==> src/rtl/photons_deadlock_watchdog.sv <==
// Deadlock watchdog for the photon MAXI capture path: filters monitor block
// indications by persistence, reports each trip once over valid/ready and raises a sticky irq.
module photons_deadlock_watchdog #(
    parameter int NUM_MON = 4,
    parameter int CNT_W   = 16,
    parameter int TRIP_W  = 8
) (
    input  logic               clock,
    input  logic               reset_n,
    input  logic               enable,
    input  logic [CNT_W-1:0]   threshold,
    input  logic [NUM_MON-1:0] mon_block,
    input  logic               all_idle,
    input  logic               clear,
    output logic               dl_valid,
    input  logic               dl_ready,
    output logic [NUM_MON-1:0] dl_source,
    output logic [CNT_W-1:0]   dl_cycles,
    output logic               irq,
    output logic [TRIP_W-1:0]  trip_count,
    output logic [2:0]         state_o
);

    typedef enum logic [2:0] {
        IDLE    = 3'd0,
        ARMED   = 3'd1,
        PENDING = 3'd2,
        REPORT  = 3'd3,
        LATCHED = 3'd4
    } state_t;

    state_t             state_q, state_d;
    logic [CNT_W-1:0]   cnt_q, cnt_d;
    logic [NUM_MON-1:0] mask_q, mask_d;
    logic [NUM_MON-1:0] src_q, src_d;
    logic [CNT_W-1:0]   cyc_q, cyc_d;
    logic               irq_q, irq_d;
    logic [TRIP_W-1:0]  trip_q, trip_d;

    logic               qblk;
    logic [CNT_W-1:0]   thr_eff;
    logic [CNT_W:0]     cnt_inc;
    logic               trip_now;

    assign qblk    = (|mon_block) & ~all_idle & enable;
    assign thr_eff = (threshold == '0) ? CNT_W'(1) : threshold;
    assign cnt_inc = {1'b0, cnt_q} + {{CNT_W{1'b0}}, 1'b1};

    always_ff @(posedge clock or negedge reset_n) begin
        if (!reset_n) begin
            state_q <= IDLE;
            cnt_q   <= '0;
            mask_q  <= '0;
            src_q   <= '0;
            cyc_q   <= '0;
            irq_q   <= 1'b0;
            trip_q  <= '0;
        end else begin
            state_q <= state_d;
            cnt_q   <= cnt_d;
            mask_q  <= mask_d;
            src_q   <= src_d;
            cyc_q   <= cyc_d;
            irq_q   <= irq_d;
            trip_q  <= trip_d;
        end
    end

    always_comb begin
        state_d  = state_q;
        cnt_d    = cnt_q;
        mask_d   = mask_q;
        src_d    = src_q;
        cyc_d    = cyc_q;
        irq_d    = irq_q;
        trip_d   = trip_q;
        trip_now = 1'b0;

        if (clear && state_q != LATCHED) begin
            irq_d = 1'b0;
        end

        case (state_q)
            IDLE: begin
                cnt_d  = '0;
                mask_d = '0;
                if (enable) begin
                    state_d = ARMED;
                end
            end
            ARMED: begin
                cnt_d  = '0;
                mask_d = '0;
                if (!enable) begin
                    state_d = IDLE;
                end else if (clear) begin
                    state_d = ARMED;
                end else if (qblk) begin
                    if (thr_eff == CNT_W'(1)) begin
                        trip_now = 1'b1;
                        src_d    = mon_block;
                        cyc_d    = CNT_W'(1);
                    end else begin
                        state_d = PENDING;
                        cnt_d   = CNT_W'(1);
                        mask_d  = mon_block;
                    end
                end
            end
            PENDING: begin
                if (!enable || clear || !qblk) begin
                    state_d = enable ? ARMED : IDLE;
                    cnt_d   = '0;
                    mask_d  = '0;
                end else if (cnt_inc >= {1'b0, thr_eff}) begin
                    // >= rather than == so a threshold lowered mid-episode trips at once
                    trip_now = 1'b1;
                    src_d    = mask_q | mon_block;
                    cyc_d    = cnt_inc[CNT_W-1:0];
                    cnt_d    = '0;
                    mask_d   = '0;
                end else begin
                    cnt_d  = cnt_inc[CNT_W-1:0];
                    mask_d = mask_q | mon_block;
                end
            end
            REPORT: begin
                if (dl_ready) begin
                    state_d = LATCHED;
                end
            end
            LATCHED: begin
                if (clear) begin
                    state_d = enable ? ARMED : IDLE;
                    irq_d   = 1'b0;
                    cnt_d   = '0;
                    mask_d  = '0;
                end
            end
            default: begin
                state_d = IDLE;
                cnt_d   = '0;
                mask_d  = '0;
            end
        endcase

        if (trip_now) begin
            state_d = REPORT;
            irq_d   = 1'b1;
            if (trip_q != '1) begin
                trip_d = trip_q + TRIP_W'(1);
            end
        end
    end

    assign dl_valid   = (state_q == REPORT);
    assign dl_source  = src_q;
    assign dl_cycles  = cyc_q;
    assign irq        = irq_q;
    assign trip_count = trip_q;
    assign state_o    = state_q;

endmodule

==> config.mk <==
export PLATFORM = sky130hd
export DESIGN_NAME = photons_deadlock_watchdog
export DESIGN_NICKNAME = d
export VERILOG_FILES = /design/src/rtl/photons_deadlock_watchdog.sv
export SDC_FILE = /design/constraint.sdc
export NUM_CORES = 1
export LEC_CHECK = 0
export ABC_AREA = 0
export CORE_MARGIN = 10
export CORE_UTILIZATION = 52
export DETAILED_ROUTE_END_ITERATION = 8
export PLACE_DENSITY = 0.8
export SYNTH_ARGS = -nofsm -noshare
export SYNTH_HDL_FRONTEND = slang
export SYNTH_SLANG_ARGS = --single-unit
==> constraint.sdc <==
create_clock -name clock -period 4.06 [get_ports clock]
set_input_delay 0.812 -clock clock [delete_from_list [all_inputs] [get_ports clock]]
set_output_delay 0.812 -clock clock [all_outputs]
set_load 0.02 [all_outputs]
==> flow_summary.toml <==
[clock_network]
cts_tree = "yes"
postCtsSetupBuffers = 0
clock_path_buffers = 2
clkTransAtPathRegs_ns = 0.10
numCtsBuffers = 5
cts_root_buf = "clkbuf_8"
clkSinkCount = 52
clock_latency_ns = 0.31
htreeDepth = 2

[floorplanning]
die_x_um = 97.59
start_util = 0.5319
die_area_um2 = 9524
die-height_um = 97.59
rows = 28
io_pins = 59
coreArea_um2 = 5886

[route]
drt-wirelength-per-cell_um = 17.54
drt_wl_total_mm = 8.349
drt-initial-drc-count = 200
vias = 2855
drc = 0
via_per_inst = 5.998
dr.pass1.iters = 5
drtAntennaViolNets = 0

[status]
status = "finished, final reports clean"

[placed_design]
dp_hpwl_mm = 6.513
portBuffers = 58
gp_congestion = 0.8618

[critical_path]
crit_fanout = 20
path_common_cell = "nor2_1"
ff2ff_path_depth = 14
crit_path_end_kind = "flop"
worst-path-buf-inv = 2
critical_path_required_ns = 4.27
cpLargestDelayFamily = "simple AND/OR/NAND/NOR gates"
startpoint_type = "flop"
worstPathCellList = "and2_1, nand4_1, or3_4, nor2_1, xnor2_1, inv_1, ha_1, nand3_1, nor2_1, o311ai_0, and4_1, buf_4, or2_4, o31ai_1"
reg2reg_to = "dl_cycles[9]"
path_class = "flop to flop"
cp_data_arrival_time_ns = 4.06
reg2reg_from = "cnt_q[2]"
max_stage_delay_ns = 0.49
cpMaxStageDelayCell = "or3_4"
r2r_slack_ns = 0.21

[power_and_ir_drop]
seq_power_share = 0.496
power.total_mw = 1.133
peakVddDrop_mv = 0.1844
combPwrFrac = 0.183
p_int_mw = 0.8042
swShare = 0.2900
p_leak_nw = 1.877
power_density_nw_per_um2 = 290.0
clockPowerShare = 0.320
switchingPower_mw = 0.3285

[timing]
setup_viol = 0
fin_crit_ns = 3.852
slew_violations = 0
period_share = 0.9488
clock_skew_ns = 0.008286
tns_ns = 0
whs_ns = 0.2636
hold_viol = 0
worstMarginPinSlew_ns = 0.9410
max_freq_mhz = 259.6
rsz0062_at_grt = "no"
relSlewSlack = 0.3714

[yosys]
ys.flop_type = "dfrtp_1"
netlist_area_um2 = 3131
synth_edf_count = 0
synth_compound_area_frac = 0.1783
synth_xor_xnor_area_share = 0.05036
synth_fp_nets = 387
syn_avg_cell_area_um2 = 9.127
ys_ff_latch = 52
synth_top_family_by_area = "simple AND/OR/NAND/NOR gates"
ys_warn_count = 0
yosys-top-cells-area = "dfrtp_1, ha_1, o21ai_0, xor2_1, nand2_1"
synth_mux_area_frac = 0.02158
yosys.area_share.simple = 0.2046
synthArstFlopShare = 1.000
yosys.cell_count.top_type = "dfrtp_1"
netlist_instances = 343
synth.yosys.seq_area_share = 0.4157
synthAdderAreaFrac = 0.07194
synth.top_cells.by_count = "dfrtp_1, o21ai_0, nand2_1, inv_1, ha_1"
synth_cell_type_count = 52
yosysTopAreaCell = "dfrtp_1"
yosys.area.top_type_share = 0.4157

[grt]
antenna_found_initial = 0
grt-ovfl-total = 0
track_usage = 0.1740
grt_pass1_vias = 2854
grt_pass1_wl_mm = 14.03
grt_max_degree = 52

[finish]
antenna_cells = 0
nNetsFinal = 444
drive_gt1_frac = 0.08978
area_growth_pct = 24.78
fill_cells = 475

[run]
maxCapViolations = 0

[worst_hold_path]
worst_hold_path_type = "input pin to asynchronous set/reset pin"
## logic make-up (layout without fill, tap and decap cells)
kind of cell    count (synthesis)  count (layout)
xor+xnor                       18              18
mux                             6               6
fa+ha+maj                      18              18
flops                          52              52
compound gates                 90              90
simple gates                  116             116
buf+inv                        43             101
## flip-flops by register name (all words and copies together), names as in the netlist
name        flops
irq             1
cnt_q          16
trip_count      8
mask_q          4
dl_cycles      16
state_o         3
dl_source       4
## per-layer routing
| layer | track usage | vias to the layer above | routed length [um] |
|---|---|---|---|
| met3 | 0.03556 | 11 | 435 |
| met2 | 0.2974 | 96 | 4164 |
| met4 | 0.05593 | 0 | 108 |
| met1 | 0.2122 | 1409 | 3642 |
| li1 | - | 1339 | - |
| met5 | 0 | - | 0 |
## final cells by class
type / instances / area, um^2 / share of cell area
flip-flops and latches: 52 / 1304 / 0.3338
clock buffers: 5 / 68.82 / 0.01762
well taps: 75 / 93.84 / 0.02402
repair buffers: 67 / 643.1 / 0.1646
clock inverters: 3 / 42.54 / 0.01089
inverters: 26 / 97.59 / 0.02498
multi-input cells: 248 / 1657 / 0.4241
## power groups by stage
stage | clock network, mW | logic (mW) | registers [mW]
global route | 0.389 | 0.228 | 0.567
floorplan | 0 | 0.120 | 0.563
detailed placement | 0 | 0.206 | 0.571
global placement | 0 | 0.202 | 0.571
CTS | 0.365 | 0.207 | 0.562
finish | 0.363 | 0.208 | 0.562
## cells in the final DEF (no fill, tap or decap), drive strengths merged, types with 3 or more instances in the layout
master,n
a21oi,10
nand2,29
nor2,13
xor2,14
ha,18
mux2,6
and3,4
nor3b,3
nand3,15
inv,26
nor4,6
a21o,9
clkdlybuf4s50,57
o21ai,46
clkbuf,5
nand4,9
nand2b,6
a22o,4
o31ai,7
nor2b,5
dfrtp,52
buf,10
xnor2,4
and2,3
a211o,3
nor3,11
## stage by stage
step,worst slack (ns),instance area (um^2),utilization,std cells
floorplan,0.6664,3131,-,343
global placement,0.2680,3785,0.6431,468
detailed placement,0.05777,3785,0.6431,468
CTS,0.1517,3896,0.6620,476
global route,0.001608,3906,0.6637,476
finish,0.2078,3906,0.6637,476
## worst max path at each step
stage	start	endpoint	slack [ns]	depth (start not counted)
floorplan	cnt_q[0]	trip_count[3]	0.67	15
finish	cnt_q[2]	dl_cycles[9]	0.21	14
CTS	cnt_q[2]	dl_cycles[9]	0.15	14
global placement	threshold[1]	state_o[0]	0.27	12
global route	cnt_q[2]	dl_cycles[9]	0.002	14
detailed placement	threshold[1]	dl_source[0]	0.06	12
## what timing repair did
action	CTS	global route
hold buffers	0	0
resized for setup	0	4
setup endpoints to repair	0	27
No activity file was read; power rests on OpenSTA's default activity.
